$ cat src/rtl/ram_bus_arbiter.sv
// Two-port arbiter (instruction fetch vs. data memory) for one external 16-bit SRAM.
// Optional last-fetch bypass register is enabled by defining RAM_ARB_LAST_INST_EN.
module ram_bus_arbiter #(
  parameter int ACCESS_CYCLES = 3,
  parameter int STARVE_LIMIT  = 4
) (
  input  logic        clk,
  input  logic        rst,
  input  logic        inst_req,
  input  logic [15:0] inst_addr,
  output logic [15:0] inst_data,
  output logic        inst_done,
  input  logic        data_req,
  input  logic        data_we,
  input  logic [15:0] data_addr,
  input  logic [15:0] data_wdata,
  output logic [15:0] data_rdata,
  output logic        data_done,
  output logic [15:0] ram_addr,
  output logic [15:0] ram_wdata,
  input  logic [15:0] ram_rdata,
  output logic        ram_ce_n,
  output logic        ram_oe_n,
  output logic        ram_we_n
);

  typedef enum logic [1:0] {IDLE = 2'd0, ACCESS = 2'd1, DONE = 2'd2} state_t;

  localparam logic [3:0] LAST_K     = 4'(ACCESS_CYCLES - 1);
  localparam logic [3:0] STARVE_MAX = 4'(STARVE_LIMIT);

  state_t      state_reg;
  logic [3:0]  k_reg;
  logic [3:0]  starve_reg;
  logic        owner_inst_reg;
  logic        we_reg;
  logic [3:0]  k_next;
  logic        any_req;
  logic        grant_inst;
  logic        hit;
  logic [15:0] hit_data;

  assign k_next     = k_reg + 4'd1;
  assign any_req    = inst_req | data_req;
  assign grant_inst = inst_req & (~data_req | (starve_reg == STARVE_MAX));

`ifdef RAM_ARB_LAST_INST_EN
  logic        lf_valid_reg;
  logic [15:0] lf_addr_reg;
  logic [15:0] lf_data_reg;

  assign hit      = inst_req & ~data_req & lf_valid_reg & (inst_addr == lf_addr_reg);
  assign hit_data = lf_data_reg;

  // Loaded as an SRAM fetch completes; a MEM write to the same word invalidates at its grant.
  always_ff @(posedge clk) begin
    if (!rst) begin
      lf_valid_reg <= 1'b0;
      lf_addr_reg  <= '0;
      lf_data_reg  <= '0;
    end else if (state_reg == ACCESS && k_reg == LAST_K && owner_inst_reg) begin
      lf_valid_reg <= 1'b1;
      lf_addr_reg  <= ram_addr;
      lf_data_reg  <= ram_rdata;
    end else if (state_reg == IDLE && !hit && any_req && !grant_inst && data_we &&
                 data_addr == lf_addr_reg) begin
      lf_valid_reg <= 1'b0;
    end
  end
`else
  assign hit      = 1'b0;
  assign hit_data = '0;
`endif

  always_ff @(posedge clk) begin
    if (!rst) begin
      state_reg      <= IDLE;
      k_reg          <= '0;
      starve_reg     <= '0;
      owner_inst_reg <= 1'b0;
      we_reg         <= 1'b0;
      ram_addr       <= '0;
      ram_wdata      <= '0;
      ram_ce_n       <= 1'b1;
      ram_oe_n       <= 1'b1;
      ram_we_n       <= 1'b1;
      inst_data      <= '0;
      data_rdata     <= '0;
      inst_done      <= 1'b0;
      data_done      <= 1'b0;
    end else begin
      inst_done <= 1'b0;
      data_done <= 1'b0;
      case (state_reg)
        IDLE: begin
          if (hit) begin
            state_reg  <= DONE;
            inst_done  <= 1'b1;
            inst_data  <= hit_data;
            starve_reg <= '0;
          end else if (any_req) begin
            state_reg      <= ACCESS;
            k_reg          <= '0;
            owner_inst_reg <= grant_inst;
            we_reg         <= ~grant_inst & data_we;
            ram_addr       <= grant_inst ? inst_addr : data_addr;
            if (!grant_inst)
              ram_wdata <= data_wdata;
            ram_ce_n <= 1'b0;
            ram_oe_n <= ~grant_inst & data_we;
            ram_we_n <= 1'b1;
            if (grant_inst)
              starve_reg <= '0;
            else if (inst_req && starve_reg != 4'hF)
              starve_reg <= starve_reg + 4'd1;
          end
        end
        ACCESS: begin
          if (k_reg == LAST_K) begin
            state_reg <= DONE;
            ram_ce_n  <= 1'b1;
            ram_oe_n  <= 1'b1;
            ram_we_n  <= 1'b1;
            if (owner_inst_reg) begin
              inst_done <= 1'b1;
              inst_data <= ram_rdata;
            end else begin
              data_done <= 1'b1;
              if (!we_reg)
                data_rdata <= ram_rdata;
            end
          end else begin
            k_reg <= k_next;
            // Write strobe covers k=1..N-2 only, leaving a setup and a hold cycle.
            ram_we_n <= ~(we_reg & (k_next < LAST_K));
          end
        end
        DONE: begin
          state_reg <= IDLE;
        end
        default: begin
          state_reg <= IDLE;
        end
      endcase
    end
  end

endmodule
$ cat config.mk
export PLATFORM = sky130hd
export DESIGN_NAME = ram_bus_arbiter
export DESIGN_NICKNAME = d
export VERILOG_FILES = /design/src/rtl/ram_bus_arbiter.sv
export SDC_FILE = /design/constraint.sdc
export NUM_CORES = 1
export LEC_CHECK = 0
export ABC_AREA = 0
export CORE_MARGIN = 4
export CORE_UTILIZATION = 38
export DETAILED_ROUTE_END_ITERATION = 10
export PLACE_DENSITY = 0.78
export SYNTH_ARGS = -nofsm -noshare
export SYNTH_HDL_FRONTEND = slang
export SYNTH_SLANG_ARGS = --single-unit
$ cat constraint.sdc
create_clock -name clk -period 1.44 [get_ports clk]
set_input_delay 0.144 -clock clk [delete_from_list [all_inputs] [get_ports clk]]
set_output_delay 0.144 -clock clk [all_outputs]
set_load 0.005 [all_outputs]
==> results of run 1 <==
==> metal layers <==
metal  part of all wire  up-vias  wire [um]
met5                  0        -          0
met4              0.010        0         97
met3              0.070        8        656
met2               0.50       88       4700
met1               0.42     1467       3900
li1                   -     1571          -
==> repair_timing <==
item / in CTS / in global routing
pin swaps: 1 / 13
setup endpoints to repair: 69 / 76
gates resized for setup: 8 / 30
buffers inserted: 1 / 3
cloned: 1 / 2
==> cell usage in the layout (no fill, tap or decap), drive strengths merged, types with 4 or more instances in the layout <==
cell / synthesis / final
a21oi: 53 / 53
buf: 6 / 30
clkbuf: 17 / 13
clkdlybuf4s50: 0 / 136
dfxtp: 81 / 81
ha: 4 / 4
mux2i: 32 / 32
nand2: 103 / 104
nand3: 6 / 6
nand4: 4 / 4
nor2: 12 / 12
nor3: 4 / 4
o21ai: 19 / 19
xor2: 4 / 4
==> stage by stage <==
step,util,worst slack (ps)
floorplan,-,-119
finish,0.644,-168
detailed placement,0.591,-223
global route,0.644,-221
CTS,0.624,-163
global placement,0.591,-136
==> power by group through the flow <==
stage / logic, mW / registers, mW / clock network [mW]
6_report: 0.921 / 2.40 / 1.77
5_1_grt: 1.00 / 2.41 / 1.89
3_3_place_gp: 0.825 / 2.44 / 0
4_1_cts: 0.864 / 2.40 / 1.81
2_1_floorplan: 0.312 / 2.45 / 0
3_5_place_dp: 0.841 / 2.45 / 0
==> final timing paths <==
kind / cells past startpoint / endpoint
min reg2reg: 2 / inst_data[2]
max: 6 / inst_data[15]
max reg2reg: 6 / inst_data[15]
min: 3 / k_reg[1]
==> layout make-up <==
type,count,share of cell area
Tap cell,105,0.0248
Sequential cell,81,0.307
Clock buffer,12,0.0274
Clock inverter,3,0.0123
Timing Repair Buffer,167,0.315
Multi-Input combinational cell,267,0.310
Inverter,4,0.00284
==> critical path: cells and delay by family (launching register included) <==
kind,cells,cell delay (ps)
flip-flops,1,330
adder cells (fa/ha/maj),1,130
multiplexers,1,220
AND/OR/NAND/NOR,3,780
buffers and inverters,1,70
==> cells by family after synthesis <==
group,after synthesis,synth area share
buf+inv,27,0.0380
fa+ha+maj,4,0.0155
simple gates,146,0.205
xor+xnor,5,0.0136
compound gates,78,0.125
mux,32,0.0994
flops,81,0.503
==> out/qor.yml, run 1 <==
route:
  wl_per_cell_um: 14.6
  drc: 0
  drt_iter0_drc: 81
  ant_nets: 0
  drt-total-wl_mm: 9.35
  via_per_inst: 4.90
  first_pass_iters: 4
  via_count: 3134
power_and_ir_drop:
  switchingPower_mw: 1.21
  intPower_mw: 3.88
  swShare: 0.237
  power_frac_comb: 0.181
  p_leak_nw: 2.23
  seq_power_share: 0.472
  power.density_mw_per_mm2: 962
  finalPower_mw: 5.09
  irDropWorstVdd_mv: 0.685
  p_clk_frac: 0.347
floorplanning:
  row_count: 33
  die-area_mm2: 0.0100
  ios: 138
  core_area_mm2: 0.00822
  initial_core_util: 0.392
  die_w_um: 100
  die_h_um: 100
setup_path:
  cp_cell_sequence: "inv_2 > ha_4 > or3b_4 > nor2_8 > nand2_8 > mux2i_1"
  cp_slowest_cell: "or3b_4"
  critPathRequiredTime_ps: 1700
  cp-startpoint: "k_reg[0]"
  slowest_delay_ps: 400
  start_kind: "flip-flop"
  arrival_ps: 1860
  end_kind: "flip-flop"
  r2r-start: "k_reg[0]"
  rrSetupSlack_ps: -170
  worst-setup-path-type: "reg -> reg"
  critPathMaxFanout: 17
synth:
  yosys.area.top_type: "dfxtp_1"
  synth_area_mm2: 0.00322
  postSynthCellCount: 373
  synth-seq-area-share: 0.503
  ys.flop_type: "dfxtp_1"
  syn-num-nets: 446
  ys_types: 36
  synth_commonest_cells: "nand2_1 (101), dfxtp_1 (81), a21oi_1 (53)"
  avgSynthCellArea_um2: 8.64
  yosys.cell_count.top_type: "nand2_1"
  synth-async-reset-ratio: 0
  synth_edf_count: 0
  synth.area.top_cells: "dfxtp_1 (50%), nand2_1 (12%), mux2i_1 (9.9%)"
  yosysWarnings: 0
  synth.top_cell.area_share: 0.503
  ys_ff_latch: 81
timing:
  slew_violations: 0
  relSlewSlack: 0.599
  finClkSkew_ps: 11.3
  setup_viol: 39
  tns_ps: -4500
  period_minus_slack_ps: 1610
  rsz0062_at_grt: "true"
  fin_crit_sh: 1.12
  fin_hold_ws_ps: 151
  hold_violations: 0
  final.setup.worst_slack_ps: -168
  clock.fmax_mhz: 622
  worstMarginPinSlew_ps: 599
grt:
  grt_pass1_wl_mm: 14.1
  grtUsageMet3: 0.0479
  antenna_found_initial: 0
  met1_usage: 0.200
  grt_use_met2: 0.310
  grt_usage: 0.174
  grt_pass1_vias: 3018
  grt.busiest_layer: "met2"
  grt_start_max_net_pins: 71
  grt-ovfl-total: 0
layout:
  diodes: 0
  design_area_mm2: 0.00529
  final-seq-area_mm2: 0.00163
  drive_above_1_share: 0.155
  instances_no_fill: 639
  multiInputGateArea_mm2: 0.00164
  area_growth_pct: 64.1
  finalNetCount: 603
  fillCellCount: 709
min_path:
  min_path_type: "in -> reg"
  worstHoldStart: "rst"
clock_tree:
  cts_buffer_depth: 2
  htree_levels: 3
  numCtsBuffers: 9
  cts.clk_slew.worst_paths_ps: 80
  clk-insertion-delay-late_ps: 330
  ctsHoldBuffers: 0
  cts_num_sinks: 81
  cts_tree: "done"
  cts-root-buf: "clkbuf_8"
place:
  port_buffers: 137
  dpl.hpwl_mm: 6.60
  place_area_mm2: 0.00486
  place_inst: 617
  routabilityCongestion: 0.871
outcome:
  outcome: "complete, but fails checks"
  violations: "setup timing"
job:
  maxCapViolCount: 0
Note: power is estimated with default switching activity, not from simulation.
==> run 2, diff against run 1 <==
--- a/config.mk
+++ b/config.mk
@@ -9,6 +9,7 @@
 export CORE_MARGIN = 4
 export CORE_UTILIZATION = 38
 export DETAILED_ROUTE_END_ITERATION = 10
+export GPL_TIMING_DRIVEN = 0
 export PLACE_DENSITY = 0.78
 export SYNTH_ARGS = -nofsm -noshare
 export SYNTH_HDL_FRONTEND = slang
==> out/qor.yml, run 2 (synthesis gave the netlist of run 1 again) <==
clock_tree:
  cts_buffer_depth: 2
  cts.clk_slew.worst_paths_ps: 80
  cts_num_sinks: 81
  cts-root-buf: "clkbuf_8"
  htree_levels: 3
  numCtsBuffers: 9
  clk-insertion-delay-late_ps: 350
  cts_tree: "done"
timing:
  fin_hold_ws_ps: 281
  fin_crit_sh: 1.15
  worstMarginPinSlew_ps: 808
  rsz0062_at_grt: "true"
  hold_violations: 0
  tns_ps: -6880
  period_minus_slack_ps: 1660
  setup_viol: 53
  slew_violations: 0
  clock.fmax_mhz: 602
  finClkSkew_ps: 14.5
  relSlewSlack: 0.461
  final.setup.worst_slack_ps: -221
floorplanning:
  core_area_mm2: 0.00822
  die_h_um: 100
  row_count: 33
  die-area_mm2: 0.0100
  ios: 138
  initial_core_util: 0.392
  die_w_um: 100
power_and_ir_drop:
  switchingPower_mw: 1.37
  power_frac_comb: 0.197
  p_clk_frac: 0.359
  p_leak_nw: 2.39
  power.density_mw_per_mm2: 937
  swShare: 0.252
  finalPower_mw: 5.44
  irDropWorstVdd_mv: 0.586
  seq_power_share: 0.444
  intPower_mw: 4.07
layout:
  design_area_mm2: 0.00581
  area_growth_pct: 80.2
  final_common_cell: "clkdlybuf4s50_1"
  finalNetCount: 621
  utilization: 0.707
  drive_above_1_share: 0.292
  instances_no_fill: 657
  final_cell_mix: "clkdlybuf4s50_1 (135), dfxtp_1 (75), nand2_1 (65)"
  diodes: 0
min_path:
  whs_path_depth: 3
  whs_endpoint: "ram_wdata[0]"
  worstHoldStart: "rst"
  min_path_type: "in -> reg"
setup_path:
  worst-setup-path-type: "reg -> reg"
  r2r-start: "k_reg[0]"
  reg2reg_depth: 8
  arrival_ps: 1910
  end_kind: "flip-flop"
  critPathMaxFanout: 5
  critPathRequiredTime_ps: 1690
  start_kind: "flip-flop"
  rrSetupSlack_ps: -220
  regToRegEndpoint: "data_rdata[10]"
grt:
  grt_start_max_net_pins: 14
  grt-ovfl-total: 0
  antenna_found_initial: 0
  grt_pass1_wl_mm: 16.1
  grt_usage: 0.198
  grt_pass1_vias: 3439
route:
  via_count: 3350
  drt-total-wl_mm: 10.8
  via_per_inst: 5.10
  ant_nets: 0
  drt_iter0_drc: 100
  drc: 0
  wl_per_cell_um: 16.4
  first_pass_iters: 4
job:
  maxCapViolCount: 0
place:
  routabilityCongestion: 0.830
  port_buffers: 136
  place_inst: 614
  dpl.hpwl_mm: 7.00
  place_area_mm2: 0.00473
  place_ws_ps: -537
outcome:
  violations: "setup timing"
  outcome: "complete, but fails checks"
==> run 2: cell types whose count changed in the layout (fill, tap and decap cells not counted), moves of 3 or more <==
cell      delta
buf_6       +11
buf_8        +4
a21oi_2     +31
buf_4       -11
nand2_1     -30
clkbuf_1     +9
nand2_2     +19
nand2_4     +10
a21oi_1     -32
clkbuf_2     +3
==> run 2: final cells by class <==
cell class	instances	area [um2]
repair buffers	166	1730
clock buffers	10	128
well taps	105	131
inverters	4	15.0
fillers	588	2410
plain buffers	21	168
clock inverters	5	104
flip-flops and latches	81	1630
multi-input cells	265	1900
==> run 2: worst max-delay path by stage <==
stage	start	endpoint	slack, ps	depth (start not counted)
CTS	k_reg[0]	inst_data[2]	-210	8
global placement	inst_req	k_reg[2]	-460	5
floorplan	k_reg[0]	inst_data[0]	-120	7
global route	k_reg[0]	data_rdata[10]	-270	8
detailed placement	data_req	k_reg[2]	-540	5
finish	k_reg[0]	data_rdata[10]	-220	8
==> run 2: timing repair <==
item	in CTS	in global routing
hold buffers	0	0
endpoints found under the setup margin	72	78
resized for setup	43	122
cloned	4	1
pin swaps	6	60
setup buffers	18	7
==> run 2: power by group through the flow <==
stage | Combinational [mW] | Sequential [mW] | Clock, mW
2_1_floorplan | 0.312 | 2.45 | 0
3_3_place_gp | 0.762 | 2.45 | 0
3_5_place_dp | 0.776 | 2.45 | 0
4_1_cts | 0.882 | 2.40 | 1.97
5_1_grt | 1.15 | 2.43 | 2.09
6_report | 1.07 | 2.42 | 1.96
==> run 2: per-layer routing <==
metal | GRT usage | share of wire
met3 | 0.0570 | 0.064
met1 | 0.231 | 0.40
met4 | 0.0674 | 0.020
met5 | 0 | 0
met2 | 0.348 | 0.51
==> run 2: critical path: stages (launching register included) <==
cell and delay [ps]:
dfxtp_2 330, inv_2 70, ha_4 120, or3b_4 410, nor2_8 130, buf_12 120, nand2_8 70, buf_12 160
mux2i_2 140
==> run 3, diff against run 2 <==
--- a/config.mk
+++ b/config.mk
@@ -6,10 +6,10 @@
 export NUM_CORES = 1
 export LEC_CHECK = 0
 export ABC_AREA = 0
+export ABC_CLOCK_PERIOD_IN_PS = 1440
 export CORE_MARGIN = 4
 export CORE_UTILIZATION = 38
 export DETAILED_ROUTE_END_ITERATION = 10
-export GPL_TIMING_DRIVEN = 0
 export PLACE_DENSITY = 0.78
 export SYNTH_ARGS = -nofsm -noshare
 export SYNTH_HDL_FRONTEND = slang
==> results of run 3 <==
The final DEF is identical to that of run 1; final timing and power are the same.
